`config.mk`:
```
export PLATFORM = sky130hd
export DESIGN_NAME = fetch_decode_stage
export DESIGN_NICKNAME = d
export VERILOG_FILES = /design/src/rtl/fetch_decode_stage.sv
export SDC_FILE = /design/constraint.sdc
export NUM_CORES = 1
export LEC_CHECK = 0
export ABC_CLOCK_PERIOD_IN_PS = 5100
export CORE_MARGIN = 2
export CORE_UTILIZATION = 48
export DETAILED_ROUTE_END_ITERATION = 10
export PLACE_DENSITY = 0.92
export SETUP_SLACK_MARGIN = 0.3
export SLEW_MARGIN = 10
export SYNTH_ARGS = -nofsm -noshare
export SYNTH_HDL_FRONTEND = slang
export SYNTH_SLANG_ARGS = --single-unit
```
`constraint.sdc`:
```
create_clock -name clk -period 5.1 [get_ports clk]
set_input_delay 1.02 -clock clk [delete_from_list [all_inputs] [get_ports clk]]
set_output_delay 1.02 -clock clk [all_outputs]
set_load 0.05 [all_outputs]
```
`src/rtl/fetch_decode_stage.sv`:
```
// Fetch stage PC register plus the IF/ID pipeline register, with redirect
// handling for jumps/branches resolved in decode and saturating stall/flush counters.
module fetch_decode_stage #(
  parameter logic [31:0] RESET_PC = 32'h0000_0000
) (
  input  logic        clk,
  input  logic        rst,
  input  logic        StallF,
  input  logic        StallD,
  input  logic        PCSrcD,
  input  logic        JumpD,
  input  logic [31:0] PCBranchD,
  input  logic [31:0] InstrF,
  output logic [31:0] PCF,
  output logic [31:0] InstrD,
  output logic [31:0] PCPlus4D,
  output logic        ValidD,
  output logic [15:0] StallCount,
  output logic [15:0] FlushCount
);

  logic [31:0] pcPlus4F;
  logic [31:0] jumpTarget;
  logic [31:0] branchTarget;
  logic [31:0] pcNext;
  logic        clrD;

  // Jump outranks branch; a stalled decode stage must not be cleared.
  always_comb begin
    pcPlus4F     = PCF + 32'd4;
    jumpTarget   = {PCPlus4D[31:28], InstrD[25:0], 2'b00};
    branchTarget = {PCBranchD[31:2], 2'b00};
    clrD         = (PCSrcD | JumpD) & ~StallD;
    pcNext       = pcPlus4F;
    if (JumpD) begin
      pcNext = jumpTarget;
    end else if (PCSrcD) begin
      pcNext = branchTarget;
    end
  end

  always_ff @(posedge clk or posedge rst) begin
    if (rst) begin
      PCF <= RESET_PC;
    end else if (!StallF) begin
      PCF <= pcNext;
    end
  end

  // Stall holds the IF/ID register even when a clear is requested.
  always_ff @(posedge clk or posedge rst) begin
    if (rst) begin
      InstrD   <= 32'h0;
      PCPlus4D <= 32'h0;
      ValidD   <= 1'b0;
    end else if (!StallD) begin
      if (clrD) begin
        InstrD   <= 32'h0;
        PCPlus4D <= 32'h0;
        ValidD   <= 1'b0;
      end else begin
        InstrD   <= InstrF;
        PCPlus4D <= pcPlus4F;
        ValidD   <= 1'b1;
      end
    end
  end

  always_ff @(posedge clk or posedge rst) begin
    if (rst) begin
      StallCount <= 16'h0;
      FlushCount <= 16'h0;
    end else begin
      if (StallF && (StallCount != 16'hFFFF)) begin
        StallCount <= StallCount + 16'd1;
      end
      if (clrD && (FlushCount != 16'hFFFF)) begin
        FlushCount <= FlushCount + 16'd1;
      end
    end
  end

endmodule

```
==> results of run 1 <==
==> worst min-delay path, cell delays in order (launching register included) <==
cell     delay (ns)
dfrtp_1        0.34
nand2_1        0.05
nand2_1        0.05
==> worst max path at each step <==
stage	from	end	slack, ns	cells after the start
detailed placement	JumpD	PCF[25]$_DFFE_PP0N_	1.70	5
global placement	JumpD	PCF[25]$_DFFE_PP0N_	1.75	5
global route	JumpD	PCF[25]$_DFFE_PP0N_	2.00	5
floorplan	rst	FlushCount[0]$_DFFE_PP0P_	0.72	1
finish	JumpD	PCF[25]$_DFFE_PP0N_	2.12	5
CTS	JumpD	PCF[25]$_DFFE_PP0N_	2.14	5
==> per-stage QoR <==
stage | cells | util, % | instance area, um2 | hold slack (ns) | setup slack [ns]
5_1_grt | 1104 | 67.8 | 9370 | 0.503 | 2.00
4_1_cts | 1104 | 67.8 | 9370 | 0.473 | 2.14
3_5_place_dp | 1072 | 63.3 | 8750 | 0.457 | 1.70
3_3_place_gp | 1072 | 63.3 | 8750 | 0.457 | 1.75
2_1_floorplan | 751 | - | 6790 | 0.756 | 0.724
6_report | 1104 | 67.8 | 9370 | 0.471 | 2.12
==> sequential cells by signal, indices dropped and copies added (netlist names) <==
name        count
InstrD         32
PCPlus4D       31
PCF            30
FlushCount     16
StallCount     16
ValidD          1
==> kinds of logic (layout without fill, tap and decap cells) <==
| logic type | after synthesis | after routing | synth area share [%] |
|---|---|---|---|
| flip-flops | 126 | 126 | 46.5 |
| other | 1 | 2 | 0.0553 |
| multiplexers | 12 | 12 | 1.86 |
| adder cells (fa/ha/maj) | 3 | 3 | 0.553 |
| XOR/XNOR | 36 | 36 | 4.65 |
| AO/OA/AOI/OAI | 184 | 184 | 18.6 |
| AND/OR/NAND/NOR | 313 | 313 | 23.2 |
| buffers and inverters | 75 | 248 | 4.63 |
==> cell type report <==
type | instances | area [um2]
Clock buffer | 19 | 453
Clock inverter | 13 | 165
Fill cell | 1047 | 4450
Inverter | 14 | 55.1
Multi-Input combinational cell | 550 | 3330
Sequential cell | 126 | 3150
Tap cell | 180 | 225
Timing Repair Buffer | 202 | 1990
==> routing by layer <==
layer	vias up	GRT usage (%)	wire [um]
li1	3091	-	-
met1	3165	37.3	8520
met2	312	45.9	10100
met3	33	8.44	2120
met4	0	9.55	496
met5	-	0	0
==> placed cells by master (no fill, tap or decap), types with 6 or more instances in the layout <==
cell,count
buf_4,9
dfrtp_1,126
xnor2_1,27
a22oi_1,11
a221o_1,11
clkdlybuf4s50_1,191
and3_1,13
nor4_1,20
o21ai_0,73
mux2i_1,7
inv_1,12
nor2_1,26
and4_1,6
nor3_1,35
a222oi_1,6
o211ai_1,11
or3_1,9
xor2_1,9
nand3_1,21
nand4_1,21
nor3b_1,6
nand2_1,128
a22o_1,6
o31ai_1,7
clkbuf_16,17
a21oi_1,12
==> where the power goes <==
group / internal, mW / switching, mW / total [mW]
Clock: 0.795 / 0.469 / 1.26
Combinational: 0.360 / 0.644 / 1.00
Sequential: 1.11 / 0.175 / 1.29
Total: 2.27 / 1.29 / 3.55
==> results by group, run 1 <==
Worst setup path
  – Crit-path max cell delay: 0.90 ns
  – Delay-heaviest family, CP: simple AND/OR/NAND/NOR gates
  – Crit. End Element: flop
  – Slowest CP cell: or2_2
  – Beginning of the worst register-to-register path: PCF[2]$_DFFE_PP0N_
  – FF-to-FF End: PCF[18]$_DFFE_PP0N_
  – Crit path required time: between 5 and 6 ns
  – Critical path class: input pin to flop
  – Critical Path Fanout Max: 53
  – Buffer and inverter count on the worst path: 1
  – CP cell instances: buf_2, or2_2, or3_1, nor3_1, or3b_2
  – Setup crit start kind: input pin
  – Crit path DAT: between 3 and 4 ns
  – R2R depth: 5
  – Worst R2R Setup Slack: 2.52 ns

Timing
  – Final min period: between 2 and 3 ns
  – Period utilisation layout: about three fifths
  – Actual slew at the worst max-slew pin: between 1 and 1.5 ns
  – Worst Skew: around 0.011 ns
  – Final hold violation count: 0
  – Final setup TNS: 0 ns
  – RSZ-0062 raised after global routing: false
  – Final setup violating endpoints: 0
  – Slew headroom: between 20% and 30%
  – Final Max Tran Viols: 0
  – Achievable frequency: 335 MHz

Route
  – Residual DRC: 0
  – Drt total wl: 21.2 mm
  – DR iter-0 viols: roughly 660
  – Avg Vias per Cell: roughly 6
  – Routed Antenna Nets: 0
  – Pre-Repair DR Iteration Count: 8
  – Total via count in the routed design: about 6600
  – Routed len/inst: roughly 19 um

Place
  – Port Buffers: 194
  – GP Congestion: 0.890
  – Final HPWL DP: 14.3 mm

Clocking
  – CTS Buffer Depth: 2
  – Setup bufs post-CTS: 0
  – CTS tree: yes
  – Post-cts resize count: 0
  – Clock transition at path regs: 0.06 ns
  – Worst-skew pair later-pin latency: about 0.42 ns
  – # hold bufs at CTS: 0
  – Clock H-tree levels: 4
  – CTS Sinks: approximately 130
  – Root buf cell: clkbuf_16
  – CTS buffer count: 17

Synth
  – Post-synthesis sequential area ratio: 46.5%
  – Yosys cell types: between 70 and 80
  – Yosys top cell area share: 46.5%
  – Synth area leader: dfrtp_1
  – Synth Flop Type: dfrtp_1
  – Async S/R FF share, synth: between 90% and 100%
  – Number of synthesized flops with an enable pin: 0
  – Post-Syn Area per Cell: slightly above 9 um2
  – Post-synthesis cell area: just under 7000 um2
  – Cell with the most instances after synthesis: nand2_1
  – Synth top area cells: dfrtp_1 46%, nand2_1 7.1%, o21ai_0 5.4%, xnor2_1 3.5%, nor3_1 2.6%
  – Register bit total from synthesis: about 130
  – Cell count after synthesis: 750
  – Synth warnings: 0
  – Synth top cells by count: 128 x nand2_1, 126 x dfrtp_1, 73 x o21ai_0

GRT
  – GRT Total Usage: ~29%
  – Vias in the first global route: 6160
  – Pin count of the biggest net entering global routing: 79
  – Global-route wire length before repair: 33.4 mm
  – Initial antenna violation count: 0
  – GRT overflow: 0

Floorplanning
  – I/O Pins: 199
  – Die Span Y: 123 um
  – Die X: 123 um
  – Die ar.: between 15000 and 20000 um2
  – FP Rows: between 40 and 50
  – Initial Util: a little under 50%
  – Core footprint: 13800 um2

Hold path
  – Min-delay src: PCPlus4D[8]$_DFFE_PP0N_
  – Hold EP: PCPlus4D[8]$_DFFE_PP0N_
  – Type of the most critical hold path: flop to flop
  – Hold-critical path depth: 2

Power
  – PnR Total Power: 3.55 mW
  – Cell area power density: between 300 and 400 nW/um2
  – IR drop worst, VDD: around 0.44 mV
  – P_leak: between 3 and 4 nW

Cells and area
  – Antenna Cells: 0
  – Synth-to-layout area growth: 38.1%
  – Final net count: 984
  – Share of layout cells above drive strength 1: under 10%

Outcome
  – Status: complete, no violations

Run
  – Max_cap viols: 0
No activity file was read; power rests on OpenSTA's default activity.
==> inputs of run 2 (changes only) <==
ABC_CLOCK_PERIOD_IN_PS = 2750   (was 5100)
clock period = 2.75 ns   (was 5.1 ns; I/O delays follow)
==> run 2 against run 1 <==
Compared with the run above:
- clock-buffer cell count stayed put
- wire length is 1.7% higher
- first-iteration DRC count is 6.1% higher
- register-to-register slack worse by 2.1 ns
- design area is 1.9% higher
- hold slack hardly changed
- worst setup slack worse by 1.8 ns
- core utilization is 1.3 points higher
- clock power is 93% higher
- final cell count is 1.3% higher
==> results by group, run 2 (synthesis results as in run 1) <==
Place
  – Placed insts: 1086 (+1.3%)
  – Port Buffers: 194 (unchanged)
  – Final HPWL DP: 14.5 mm (+1.9%)
  – GP Congestion: 0.914 (+2.7%)

Cells and area
  – Share of layout cells above drive strength 1: 8.96% (+1.6 points)
  – Core Util, Final: 69.1% (+1.3 points)
  – Area of the multi-input gates: 3330 um2 (unchanged)
  – Antenna Cells: 0 (unchanged)
  – Final net count: 998 (+1.4%)
  – Most flops, register: InstrD
  – Most frequent cells in the layout: 189 x clkdlybuf4s50_1, 128 x nand2_1, 123 x dfrtp_1
  – Fillers: 1034 (-1.2%)
  – Commonest non-fill, non-tap cell in the layout: clkdlybuf4s50_1
  – Non-Filler Instances: 1118 (+1.3%)
  – Largest registers: InstrD x32, PCPlus4D x31, PCF x30
  – Register Area: 3160 um2 (+0.12%)
  – Synth-to-layout area growth: 40.8%
  – Max reg flops: 32 (unchanged)

Timing
  – Slew headroom: 32.1% (+5.9 points)
  – Worst Skew: 0.00869 ns (-0.00244 ns)
  – Final setup violating endpoints: 0 (unchanged)
  – Period utilisation layout: 87.8%
  – Final min period: about 2.4 ns
  – Achievable frequency: around 410 MHz
  – Actual slew at the worst max-slew pin: 1.01 ns (-0.0836 ns)
  – Final Max Tran Viols: 0 (unchanged)
  – Final setup TNS: 0 ns (unchanged)
  – Final hold violation count: 0 (unchanged)
  – RSZ-0062 raised after global routing: false

Worst setup path
  – CP cell instances: clkdlybuf4s50_1
  – Crit. path cell count: 1 (-4)
  – Crit. End Element: output port
  – Critical Path Fanout Max: 9 (-83%)
  – Crit path DAT: 1.86 ns (-1.41 ns)
  – Setup crit start: PCF[13]$_DFFE_PP0N_
  – Beginning of the worst register-to-register path: FlushCount[1]$_DFFE_PP0P_
  – Critical path class: flop to output port
  – Crit-path max cell delay: 0.92 ns (+0.02 ns)
  – Delay-heaviest family, CP: buffers and inverters
  – Worst setup path endpoint: PCF[13]
  – Worst R2R Setup Slack: 0.41 ns (-2.11 ns)
  – Setup crit start kind: flop
  – R2R depth: 5 (unchanged)
  – Crit path required time: 2.20 ns (-3.18 ns)
  – FF-to-FF End: FlushCount[1]$_DFFE_PP0P_
  – Buffer and inverter count on the worst path: 1 (unchanged)
  – Slowest CP cell: clkdlybuf4s50_1

Clocking
  – # hold bufs at CTS: 0 (unchanged)
  – CTS Sinks: 126 (unchanged)
  – Clock transition at path regs: 0.06 ns (about the same)
  – Clock H-tree levels: 4 (unchanged)
  – CTS tree: yes
  – CTS buffer count: 17 (unchanged)
  – Worst-skew pair later-pin latency: 0.42 ns (about the same)
  – Root buf cell: clkbuf_16
  – CTS Buffer Depth: 2 (unchanged)

Route
  – Pre-Repair DR Iteration Count: 8 (unchanged)
  – Total via count in the routed design: 6874 (+4.1%)
  – Residual DRC: 0 (unchanged)
  – Routed Antenna Nets: 0 (unchanged)
  – Routed len/inst: 19.3 um (+0.39%)
  – Avg Vias per Cell: 6.15 (+2.8%)
  – DR iter-0 viols: 697 (+6.1%)
  – Drt total wl: 21.6 mm (+1.7%)

GRT
  – Vias in the first global route: 6629 (+7.6%)
  – Initial antenna violation count: 0 (unchanged)
  – Pin count of the biggest net entering global routing: 130 (+65%)
  – GRT overflow: 0 (unchanged)
  – GRT Total Usage: 29.2% (+0.59 points)
  – Global-route wire length before repair: 34.5 mm (+3.1%)

Power
  – P_leak: 3.83 nW (+3.4%)
  – IR drop worst, VDD: 0.737 mV (+67%)
  – Cell area power density: 702 nW/um2 (+85%)
  – Reg power frac: 35.6% (-0.6 points)
  – Net Sw Power: 2.39 mW (+86%)
  – Comb pwr share: 28.1% (-0.2 points)
  – Clock share of power: 36.3% (+0.7 points)
  – Sw Share: 35.7% (-0.58 points)
  – Internal Power: 4.31 mW (+90%)

Floorplanning
  – Die ar.: 15100 um2 (unchanged)
  – I/O Pins: 199 (unchanged)
  – Die Span Y: 123 um (unchanged)
  – Die X: 123 um (unchanged)
  – FP Rows: 43 (unchanged)
  – Initial Util: 49.1% (unchanged)
  – Core footprint: 13800 um2 (unchanged)

Run
  – Max_cap viols: 0 (unchanged)

Outcome
  – Status: complete, no violations

Hold path
  – Type of the most critical hold path: flop to flop
run 2: cell count changes in the layout (fill, tap and decap cells not counted), moves of 2 or more:
| cell | change |
|---|---|
| buf_4 | +11 |
| buf_12 | +3 |
| clkinv_4 | -3 |
| dfrtp_1 | -3 |
| dfrtp_2 | +3 |
| dlymetal6s2s_1 | +3 |
| clkdlybuf4s50_1 | -2 |
| inv_6 | +2 |
run 2: area by class of cell:
cell class / instances / area share, %
clock buffers: 19 / 4.74
inverters: 14 / 0.589
multi-input cells: 550 / 34.9
flip-flops and latches: 126 / 33.0
repair buffers: 216 / 22.4
well taps: 180 / 2.36
clock inverters: 13 / 1.95
run 2: per-layer routing:
| layer | global-route usage (%) | routed length, um | vias to the layer above |
|---|---|---|---|
| met4 | 13.3 | 832 | 0 |
| met2 | 44.8 | 9920 | 424 |
| met1 | 38.1 | 8470 | 3255 |
| met5 | 0 | 0 | - |
| li1 | - | - | 3119 |
| met3 | 8.99 | 2360 | 76 |
run 2: what timing repair did:
action	4_1_cts	5_1_grt
setup buffers	0	0
setup endpoints to repair	0	3
resized for setup	0	3
run 2: through the flow:
step | instance area [um2] | total power, mW | setup slack (ns) | hold WS [ns]
global route | 9550 | 6.96 | 0.312 | 0.510
floorplan | 6800 | 3.55 | 0.311 | 0.686
CTS | 9550 | 6.71 | 0.325 | 0.472
detailed placement | 8910 | 4.27 | 0.261 | 0.461
global placement | 8910 | 4.24 | 0.285 | 0.465
finish | 9550 | 6.70 | 0.336 | 0.470
run 2: how the worst min path moves through the flow:
| stage | from | to | slack (ns) | cells past startpoint |
|---|---|---|---|---|
| CTS | PCPlus4D[8]$_DFFE_PP0N_ | PCPlus4D[8]$_DFFE_PP0N_ | 0.47 | 2 |
| global placement | ValidD$_DFFE_PP0N_ | ValidD$_DFFE_PP0N_ | 0.47 | 2 |
| finish | PCPlus4D[8]$_DFFE_PP0N_ | PCPlus4D[8]$_DFFE_PP0N_ | 0.47 | 2 |
| detailed placement | PCPlus4D[8]$_DFFE_PP0N_ | PCPlus4D[8]$_DFFE_PP0N_ | 0.46 | 2 |
| global route | PCPlus4D[8]$_DFFE_PP0N_ | PCPlus4D[8]$_DFFE_PP0N_ | 0.51 | 2 |
| floorplan | InstrF[0] | InstrD[0]$_DFFE_PP0N_ | 0.69 | 2 |
run 2: power groups by stage:
stage / combinational, mW / sequential (mW) / clock (mW)
4_1_cts: 1.89 / 2.38 / 2.45
3_3_place_gp: 1.84 / 2.39 / 0
3_5_place_dp: 1.87 / 2.40 / 0
5_1_grt: 1.98 / 2.43 / 2.55
6_report: 1.88 / 2.39 / 2.43
2_1_floorplan: 0.527 / 3.03 / 0
